## src/rtl/grf_wport_arbiter_pkg.sv

```systemverilog
`default_nettype none
// ============================================================================
// Module   : grf_wport_arbiter_pkg
// Brief    : Shared constants and helpers for the GRF write-port arbiter.
// Revision : 1.0 - initial release
// ============================================================================
package grf_wport_arbiter_pkg;

    // Register address width and the hardwired-zero register.
    localparam int                REG_AW   = 5;
    localparam int                NUM_REGS = 32;
    localparam logic [REG_AW-1:0] ZERO_REG = '0;

    // One-hot register mask for a destination address.
    function automatic logic [NUM_REGS-1:0] reg_bit(input logic [REG_AW-1:0] a3);
        reg_bit     = '0;
        reg_bit[a3] = 1'b1;
    endfunction

endpackage
`default_nettype wire

```

## src/rtl/grf_wport_arbiter_fifo.sv

```systemverilog
`default_nettype none
// ============================================================================
// Module   : grf_wport_arbiter_fifo
// Brief    : Circular queue of pending aux writes with a per-entry live bit,
//            parallel cancel-by-register and a live destination mask.
// Revision : 1.0 - initial release
// ============================================================================
module grf_wport_arbiter_fifo
    import grf_wport_arbiter_pkg::*;
#(
    parameter int DEPTH = 4,
    parameter int DW    = 32
) (
    input  logic                clk,
    input  logic                rst,
    input  logic                i_push,
    input  logic                i_push_live,
    input  logic [REG_AW-1:0]   i_push_a3,
    input  logic [DW-1:0]       i_push_wd,
    input  logic [DW-1:0]       i_push_pc,
    input  logic                i_pop,
    input  logic                i_cancel,
    input  logic [REG_AW-1:0]   i_cancel_a3,
    output logic                o_empty,
    output logic                o_full,
    output logic                o_head_live,
    output logic [REG_AW-1:0]   o_head_a3,
    output logic [DW-1:0]       o_head_wd,
    output logic [DW-1:0]       o_head_pc,
    output logic [NUM_REGS-1:0] o_live_mask
);

    localparam int PW = $clog2(DEPTH);

    logic [DEPTH-1:0]  r_live;
    logic [REG_AW-1:0] r_a3 [DEPTH];
    logic [DW-1:0]     r_wd [DEPTH];
    logic [DW-1:0]     r_pc [DEPTH];
    logic [PW-1:0]     r_wptr;
    logic [PW-1:0]     r_rptr;
    logic [PW:0]       r_count;

    // Pointers and occupancy; pointers wrap naturally since DEPTH is a power of two.
    always_ff @(posedge clk) begin
        if (rst) begin
            r_wptr  <= '0;
            r_rptr  <= '0;
            r_count <= '0;
        end else begin
            if (i_push) r_wptr <= r_wptr + 1'b1;
            if (i_pop)  r_rptr <= r_rptr + 1'b1;
            case ({i_push, i_pop})
                2'b10:   r_count <= r_count + 1'b1;
                2'b01:   r_count <= r_count - 1'b1;
                default: r_count <= r_count;
            endcase
        end
    end

    // Live bits: a freed slot is always dead, so the mask never sees stale entries.
    always_ff @(posedge clk) begin
        if (rst) begin
            r_live <= '0;
        end else begin
            for (int i = 0; i < DEPTH; i++) begin
                if (i_push && (r_wptr == PW'(i)))
                    r_live[i] <= i_push_live;
                else if (i_pop && (r_rptr == PW'(i)))
                    r_live[i] <= 1'b0;
                else if (i_cancel && (r_a3[i] == i_cancel_a3))
                    r_live[i] <= 1'b0;
            end
        end
    end

    // Payload storage; contents are meaningless while the live bit is clear.
    always_ff @(posedge clk) begin
        if (i_push) begin
            r_a3[r_wptr] <= i_push_a3;
            r_wd[r_wptr] <= i_push_wd;
            r_pc[r_wptr] <= i_push_pc;
        end
    end

    // Destination mask of every still-live queued write.
    always_comb begin
        o_live_mask = '0;
        for (int i = 0; i < DEPTH; i++) begin
            if (r_live[i]) o_live_mask = o_live_mask | reg_bit(r_a3[i]);
        end
    end

    assign o_empty     = (r_count == '0);
    assign o_full      = (r_count == (PW+1)'(DEPTH));
    assign o_head_live = r_live[r_rptr];
    assign o_head_a3   = r_a3[r_rptr];
    assign o_head_wd   = r_wd[r_rptr];
    assign o_head_pc   = r_pc[r_rptr];

endmodule
`default_nettype wire

```

## src/rtl/grf_wport_arbiter.sv

```systemverilog
`default_nettype none
// ============================================================================
// Module   : grf_wport_arbiter
// Brief    : Shares the GRF write port between WB (fixed priority) and a
//            queued aux producer; cancels superseded aux writes, exports a
//            pending-write mask and a starvation stall request.
// Revision : 1.0 - initial release
// ============================================================================
module grf_wport_arbiter
    import grf_wport_arbiter_pkg::*;
#(
    parameter int DEPTH      = 4,
    parameter int STARVE_MAX = 8,
    parameter int DW         = 32
) (
    input  logic                clk,
    input  logic                reset,
    input  logic                wb_we,
    input  logic [REG_AW-1:0]   wb_a3,
    input  logic [DW-1:0]       wb_wd,
    input  logic [DW-1:0]       wb_pc,
    input  logic                aux_valid,
    output logic                aux_ready,
    input  logic [REG_AW-1:0]   aux_a3,
    input  logic [DW-1:0]       aux_wd,
    input  logic [DW-1:0]       aux_pc,
    output logic                grf_we,
    output logic [REG_AW-1:0]   grf_a3,
    output logic [DW-1:0]       grf_wd,
    output logic [DW-1:0]       grf_pc,
    output logic [NUM_REGS-1:0] busy_mask,
    output logic                stall_req
);

    localparam int SW = $clog2(STARVE_MAX + 1);

    logic                r_rst_q;
    logic [SW-1:0]       r_starve;
    logic                r_stall;

    logic                w_hold;
    logic                w_wb_busy;
    logic                w_ready;
    logic                w_push;
    logic                w_push_live;
    logic                w_pop;
    logic                w_empty;
    logic                w_full;
    logic                w_head_live;
    logic [REG_AW-1:0]   w_head_a3;
    logic [DW-1:0]       w_head_wd;
    logic [DW-1:0]       w_head_pc;
    logic [NUM_REGS-1:0] w_live_mask;

    // Outputs stay quiet during reset and for one cycle after it drops.
    assign w_hold      = reset | r_rst_q;
    assign w_wb_busy   = !w_hold && wb_we && (wb_a3 != ZERO_REG);
    assign w_ready     = !w_hold && !w_full;
    // Writes to $0 complete the handshake but are never stored.
    assign w_push      = aux_valid && w_ready && (aux_a3 != ZERO_REG);
    // A same-cycle WB write to the same register is newer, so the entry starts dead.
    assign w_push_live = !(w_wb_busy && (wb_a3 == aux_a3));
    // Dead heads are discarded whenever present; live heads only in a free slot.
    assign w_pop       = !w_hold && !w_empty && (!w_head_live || !w_wb_busy);

    grf_wport_arbiter_fifo #(
        .DEPTH (DEPTH),
        .DW    (DW)
    ) u_fifo (
        .clk         (clk),
        .rst         (reset),
        .i_push      (w_push),
        .i_push_live (w_push_live),
        .i_push_a3   (aux_a3),
        .i_push_wd   (aux_wd),
        .i_push_pc   (aux_pc),
        .i_pop       (w_pop),
        .i_cancel    (w_wb_busy),
        .i_cancel_a3 (wb_a3),
        .o_empty     (w_empty),
        .o_full      (w_full),
        .o_head_live (w_head_live),
        .o_head_a3   (w_head_a3),
        .o_head_wd   (w_head_wd),
        .o_head_pc   (w_head_pc),
        .o_live_mask (w_live_mask)
    );

    // Write-slot mux: WB first, then a live queue head, otherwise idle zeros.
    always_comb begin
        grf_we = 1'b0;
        grf_a3 = '0;
        grf_wd = '0;
        grf_pc = '0;
        if (w_wb_busy) begin
            grf_we = 1'b1;
            grf_a3 = wb_a3;
            grf_wd = wb_wd;
            grf_pc = wb_pc;
        end else if (w_pop && w_head_live) begin
            grf_we = 1'b1;
            grf_a3 = w_head_a3;
            grf_wd = w_head_wd;
            grf_pc = w_head_pc;
        end
    end

    // Delayed reset used to keep outputs quiet the cycle after reset.
    always_ff @(posedge clk) begin
        r_rst_q <= reset;
    end

    // Starvation counter and sticky stall request, released by the next pop.
    always_ff @(posedge clk) begin
        if (reset) begin
            r_starve <= '0;
            r_stall  <= 1'b0;
        end else begin
            if (w_empty || w_pop)
                r_starve <= '0;
            else if (w_head_live && (r_starve != SW'(STARVE_MAX)))
                r_starve <= r_starve + 1'b1;
            r_stall <= !w_pop && (r_stall ||
                       (!w_empty && w_head_live && (r_starve == SW'(STARVE_MAX - 1))));
        end
    end

    assign aux_ready = w_ready;
    assign busy_mask = w_hold ? '0 : w_live_mask;
    assign stall_req = r_stall && !reset;

endmodule
`default_nettype wire

```

## config.mk

```make
export PLATFORM = sky130hd
export DESIGN_NAME = grf_wport_arbiter
export DESIGN_NICKNAME = d
export VERILOG_FILES = /design/src/rtl/grf_wport_arbiter_pkg.sv /design/src/rtl/grf_wport_arbiter_fifo.sv /design/src/rtl/grf_wport_arbiter.sv
export SDC_FILE = /design/constraint.sdc
export NUM_CORES = 1
export LEC_CHECK = 0
export CELL_PAD_IN_SITES_DETAIL_PLACEMENT = 2
export CELL_PAD_IN_SITES_GLOBAL_PLACEMENT = 2
export CORE_MARGIN = 2
export CORE_UTILIZATION = 37
export DETAILED_ROUTE_END_ITERATION = 10
export HOLD_SLACK_MARGIN = 0.1
export PLACE_DENSITY = 0.88
export SLEW_MARGIN = 20
export SYNTH_ARGS = -nofsm -noshare
export SYNTH_HDL_FRONTEND = slang
export SYNTH_SLANG_ARGS = --single-unit
export TNS_END_PERCENT = 30
```

## constraint.sdc

```tcl
create_clock -name clk -period 5.6 [get_ports clk]
set_input_delay 1.4 -clock clk [delete_from_list [all_inputs] [get_ports clk]]
set_output_delay 1.4 -clock clk [all_outputs]
set_load 0.01 [all_outputs]
```

; ---- Yosys cells after proc, flatten, opt, wreduce, memory -nomap -nowiden
; Memory sizes are Yosys's and may differ from the RTL's. A register that Yosys moved wholly into a read port is not among the register bits.
; Index checks and enable logic that the tools add are counted.
[classes]
add_sub_neg = 5
multipliers = 0
div = 0
n_lt_le_gt_ge = 9
n_eq_ne = 16
shifts = 0
muxes = 44
bitwise = 4
n_reduce_logical = 52
[op_table]
columns = op, n
row1 = two-way mux 32 bit, 9
row2 = bitwise OR 32 bit, 3
row3 = logical AND 1 bit, 30
row4 = equality test 5 bit, 5
row5 = less-than comparator 5 x 6 -> 1 bit (second input constant), 4
row6 = two-way mux 1 bit, 21
row7 = demux 1 bit (select 5 bit), 4
row8 = >= comparator 5 x 1 -> 1 bit (second input constant), 4
row9 = two-way mux 2 bit, 6
row10 = nonzero test 3 bit, 4
row11 = equality test 2 bit (second input constant), 5
row12 = two-way mux 5 bit, 2
row13 = nonzero test 5 bit, 2
row14 = zero test 1 bit, 8
row15 = equality test 2 x 1 -> 1 bit (second input constant), 3
row16 = case mux 3 bit (2 select lines), 1
row17 = adder 2 x 1 -> 2 bit (second input constant), 2
row18 = adder 4 x 1 -> 4 bit (second input constant), 1
row19 = equality test 4 x 3 -> 1 bit (second input constant), 1
row20 = zero test 2 bit, 2
row21 = != test 4 bit (second input constant), 1
row22 = adder 3 x 1 -> 3 bit (second input constant), 1
row23 = equality test 3 bit (second input constant), 1
row24 = zero test 3 bit, 1
row25 = 7 further kinds, 9
[totals]
reg_bits = 17
latchBits = 0
ram_bits = 276
romBits = 0
input_bits = 142
output_inout_bits = 104
word_cells = 143
n_memories = 3
[mem_list]
columns = name, words, width, rd, rd_ports_with_merged_regs, wr, line_no
row1 = u_fifo.r_pc, 4, 32, 1, 1, 1, grf_wport_arbiter_fifo.sv:38  ; logic [DW-1:0] r_pc [DEPTH];
row2 = u_fifo.r_wd, 4, 32, 1, 1, 1, grf_wport_arbiter_fifo.sv:37  ; logic [DW-1:0] r_wd [DEPTH];
row3 = u_fifo.r_a3, 4, 5, 5, 1, 1, grf_wport_arbiter_fifo.sv:36  ; logic [REG_AW-1:0] r_a3 [DEPTH];

; ---- Longest topological paths before layout
[logic_depth]
depth_word = 12
mapped_depth = 10
mapped_depth_nobuf = 9

; ---- Modules after synthesis
; A second synthesis with hierarchy kept.
[unflattened]
cells_unflattened = 962
area_unflattened_um2 = 14018.4
[by_module_without_submodules]
columns = module, n_inst, cells_each, area_per_inst_um2, seq_area_each_um2
row1 = grf_wport_arbiter_fifo, 1, 632, 12085.3, 8548.2
row2 = grf_wport_arbiter, 1, 330, 1933.1, 120.1

; ---- Worst setup path before layout
; OpenSTA, ideal clock, no wires.
[synth_timing]
kind = input to register
startpoint = input port reset
endpoint = register u_fifo.r_live[0]
setup_ns = 0.125
t_arrival_ns = 4.415
required_ns = 5.475
setup_slack_ns = 1.061
stages = 5
n_path_buf = 1
path_cell_list = or2_2 clkbuf_1 a211oi_1 and3_1 mux2_2
[synth_via]
elab_chain_len = 10
word_cells_on_any_way = 19
cone_classes = mux (2) / bitwise (1) / reduce/logical (16)
[synth_lines]
columns = element, line_no
row1 = from (decl), grf_wport_arbiter.sv:17  ; input logic reset,
row2 = bitwise OR 1 bit, grf_wport_arbiter.sv:56  ; assign w_hold = reset | r_rst_q;
row3 = zero test 1 bit, "grf_wport_arbiter.sv:57, grf_wport_arbiter.sv:58, grf_wport_arbiter.sv:64"
row4 = logical AND 1 bit (2 in a row), grf_wport_arbiter.sv:57  ; assign w_wb_busy = !w_hold && wb_we && (wb_a3 != ZERO_REG);
row5 = zero test 1 bit, grf_wport_arbiter.sv:64  ; assign w_pop = !w_hold && !w_empty && (!w_head_live || !w_wb_busy);
row6 = logical OR 1 bit, grf_wport_arbiter.sv:64
row7 = logical AND 1 bit, grf_wport_arbiter.sv:64
row8 = logical AND 1 bit, grf_wport_arbiter_fifo.sv:68  ; else if (i_pop && (r_rptr == PW'(i)))
row9 = two-way mux 1 bit, grf_wport_arbiter_fifo.sv:68
row10 = two-way mux 1 bit, grf_wport_arbiter_fifo.sv:66  ; if (i_push && (r_wptr == PW'(i)))
row11 = "to (signal, indexed assignment)", grf_wport_arbiter_fifo.sv:67  ; r_live[i] <= i_push_live;
row12 = to (decl), grf_wport_arbiter_fifo.sv:35  ; logic [DEPTH-1:0] r_live;
; Parallel ways exist; a longest one is shown, timed or not.
; A chain may end at the register's enable or synchronous reset.

; ---- Worst setup path after layout
[layout_timing]
startpoint = input port wb_a3[1]
endpoint = output port grf_pc[24]
[layout_via]
elab_chain_len = 8
[layout_lines]
columns = element, line_no
row1 = from (decl), grf_wport_arbiter.sv:19  ; input logic [REG_AW-1:0] wb_a3,
row2 = nonzero test 5 bit *, grf_wport_arbiter.sv:57
row3 = logical AND 1 bit *, grf_wport_arbiter.sv:57
row4 = zero test 1 bit, grf_wport_arbiter.sv:64
row5 = logical OR 1 bit, grf_wport_arbiter.sv:64
row6 = logical AND 1 bit, grf_wport_arbiter.sv:64
row7 = logical AND 1 bit, grf_wport_arbiter.sv:100  ; end else if (w_pop && w_head_live) begin
row8 = two-way mux 32 bit, grf_wport_arbiter.sv:100
row9 = two-way mux 32 bit *, grf_wport_arbiter.sv:95  ; if (w_wb_busy) begin
row10 = to (decl), grf_wport_arbiter.sv:30  ; output logic [DW-1:0] grf_pc,
; Every way passes the cells marked *; elsewhere a longest branch is shown, timed or not.

==> results.yml <==
floorplan:
  die_area_um2: 37100
  start_util_pct: 37.2
  die_x_um: 192
  ioPinCount: 246
  fp-row-count: 69
  core_um2: 35300
  die_h_um: 192
pwr:
  p_seq_share_pct: 53.9
  power_frac_clock_pct: 38.1
  ir_drop_uv: 280
  p_per_area_nw_per_um2: 266
  power.switching_w: 0.000982
  leakagePower_nw: 5.27
  p_sw_share_pct: 21.5
  comb_power_share_pct: 7.9
  internal_power_w: 0.00358
worst_setup_path:
  critPathMaxFanout: 21
  slowest_stage: "or4_4"
  arrival_ps: 4090
  end_kind: "output port"
  path_common_cell: "clkdlybuf4s50_1"
  cp-start-kind: "input port"
  crit_required_ps: 4200
  path_cells: "clkdlybuf4s50_1, or4_4, o21ai_2, nand2_1, nor3_4, buf_4, buf_12, a22o_1, clkdlybuf4s50_1"
  critical_path_buf_inv_count: 4
  path_class: "in2out"
  critical-path-max-stage-delay_ps: 580
  cp_top_family: "buffers and inverters"
detailed_routing:
  drt_pre_antenna_iters: 5
  wl_mm: 41.7
  dr_total_vias: 8589
  antenna_left: 0
  vias_per_cell: 5.62
  drtIter0Drc: 562
  routedWlPerCell_um: 27.3
  drc: 0
finish:
  areaGrowthSynthToFinish_pct: 30.2
  finalNetCount: 1198
  layout-drive-gt1-share_pct: 14.2
  design_area_um2: 17100
  antenna_cells: 0
synth:
  synth_common_cells: "edfxtp_1, mux4_2, a22o_1"
  async_reset_ff_share_pct: 0
  ys_types: 48
  yosysWarnings: 0
  synth_most_common_cell: "edfxtp_1"
  synth-seq-cells: 295
  synth_edf_count: 276
  synth.top_cell.area_share_pct: 63.0
  netlist_instances: 803
  netlist_area_um2: 13100
  synth_area_leaders: "edfxtp_1, mux4_2, a22o_1"
  ys.flop_type: "edfxtp_1"
  yosysTopAreaCell: "edfxtp_1"
  yosysSeqAreaShare_pct: 65.9
  syn-mean-instance-area_um2: 16.4
  syn_nets: 957
timing:
  slew_violations: 0
  skew_ps: 10.0
  slew_headroom_pct: 41.2
  period_needed_ps: 5490
  fin_crit_sh_pct: 98.1
  max_freq_mhz: 182
  tightestPinTransition_ps: 875
  tns_ps: 0
  setup_viol: 0
  hold_slack_ps: 509
  hold_viol: 0
  rsz0062_at_grt: "no"
placed_design:
  place_area_um2: 16200
  io_buffers: 245
  place_hpwl_mm: 28.5
  place_congestion: 0.863
worst_hold_path:
  hold_class: "reg2reg"
grt:
  grt_pass1_vias: 9434
  grt_max_degree: 70
  grt_pass1_wl_mm: 61.2
  track_usage_pct: 22.2
  antenna_found_initial: 5
  grt_overflow_total: 0
clocking:
  clk_latency_ps: 540
  clock_sinks: 295
  cts-root-buf: "clkbuf_16"
  numCtsBuffers: 29
  clk_pin_slew_ps: 60
  clock_path_buffers: 3
  htree_levels: 1
  cts_tree: "yes"
status:
  status: "finished clean"
run:
  maxCapViolCount: 0
-- cells in the final DEF, fill, tap and decap left out, types with 3 or more instances in the layout --
cell type	count
inv_1	12
clkdlybuf4s50_1	244
clkbuf_1	7
a221oi_1	3
xor2_1	19
nor4bb_1	3
and3_1	4
a22oi_1	32
and3b_1	4
nand3_1	12
a21oi_1	20
buf_4	14
dfxtp_1	17
ha_1	11
edfxtp_1	276
buf_12	8
or2_2	5
o22ai_1	27
nand3b_1	15
clkinv_1	14
xnor2_1	12
nand2_1	15
a22o_1	69
mux4_2	70
nor3_1	11
nand4_1	4
nor3b_1	18
or3b_2	4
clkbuf_16	30
nor2_1	49
and3_4	4
-- logic make-up (layout without fill, tap and decap cells) --
group / after synthesis / after routing / synth area share (%)
AND/OR/NAND/NOR: 156 / 157 / 6.66
flip-flops: 295 / 295 / 65.9
AO/OA/AOI/OAI: 165 / 165 / 9.64
XOR/XNOR: 31 / 31 / 2.07
buffers and inverters: 72 / 334 / 2.34
multiplexers: 72 / 72 / 12.2
adder cells (fa/ha/maj): 12 / 12 / 1.20
-- flip-flops by register name, indices dropped and copies added, names as in the netlist, 2 cells and up, named ones only --
signal	cells
r_starve	4
u_fifo.r_a3	20
u_fifo.r_count	3
u_fifo.r_live	4
u_fifo.r_pc	128
u_fifo.r_rptr	2
u_fifo.r_wd	128
u_fifo.r_wptr	2
-- path summary, 6_finish.rpt --
| kind | start | to | slack (ps) | cells past startpoint |
|---|---|---|---|---|
| setup / recovery | wb_a3[1] | grf_pc[24] | 110 | 9 |
| hold / removal | r_starve[1] | r_starve[1] | 510 | 2 |
| setup reg to reg | u_fifo.r_live[0] | u_fifo.r_count[2] | 2530 | 9 |
| hold reg to reg | r_starve[1] | r_starve[1] | 510 | 2 |
-- routing by layer --
| layer | GRT usage [%] | share of wire, % | vias up |
|---|---|---|---|
| met3 | 4.40 | 6.5 | 53 |
| met1 | 29.1 | 41 | 4457 |
| met5 | 0 | 0.15 | - |
| met2 | 38.7 | 51 | 306 |
| met4 | 4.05 | 1.5 | 10 |
| li1 | - | - | 3763 |
-- cell type report --
| class | instances | area [µm²] |
|---|---|---|
| fillers | 3228 | 18200 |
| flip-flops and latches | 295 | 8680 |
| multi-input cells | 437 | 4210 |
| repair buffers | 269 | 2770 |
| clock buffers | 36 | 752 |
| well taps | 461 | 577 |
| clock inverters | 17 | 73.8 |
| inverters | 12 | 45.0 |
-- through the flow --
stage               util, %  cells  total power [W]  worst slack, ps
floorplan                 -    803          0.00265             1060
global placement       45.9   1469          0.00284              254
detailed placement     45.9   1469          0.00287             66.7
CTS                    48.2   1522          0.00460             53.2
global route           48.5   1527          0.00470             17.5
finish                 48.5   1527          0.00456              109
-- power groups by stage --
stage | clock [W] | combinational, W | sequential [W]
final | 0.00174 | 0.000362 | 0.00246
after global routing | 0.00186 | 0.000386 | 0.00246
after CTS | 0.00178 | 0.000361 | 0.00246
after detailed placement | 0 | 0.000358 | 0.00251
after global placement | 0 | 0.000341 | 0.00250
after floorplan | 0 | 0.000153 | 0.00249
-- worst reg2reg max path, cell delays in order, from the launching register on --
cell	delay (ps)
dfxtp_1	450
mux4_2	630
o211a_4	210
nor3_4	420
ha_1	270
inv_1	60
fa_1	370
xor2_1	160
or3_1	300
a21oi_1	130
-- what timing repair did --
item / CTS / global route
setup buffers: 0 / 2
resized for setup: 0 / 2
setup endpoints to repair: 0 / 32
hold buffers: 0 / 0
(Power assumes the default switching activity.)
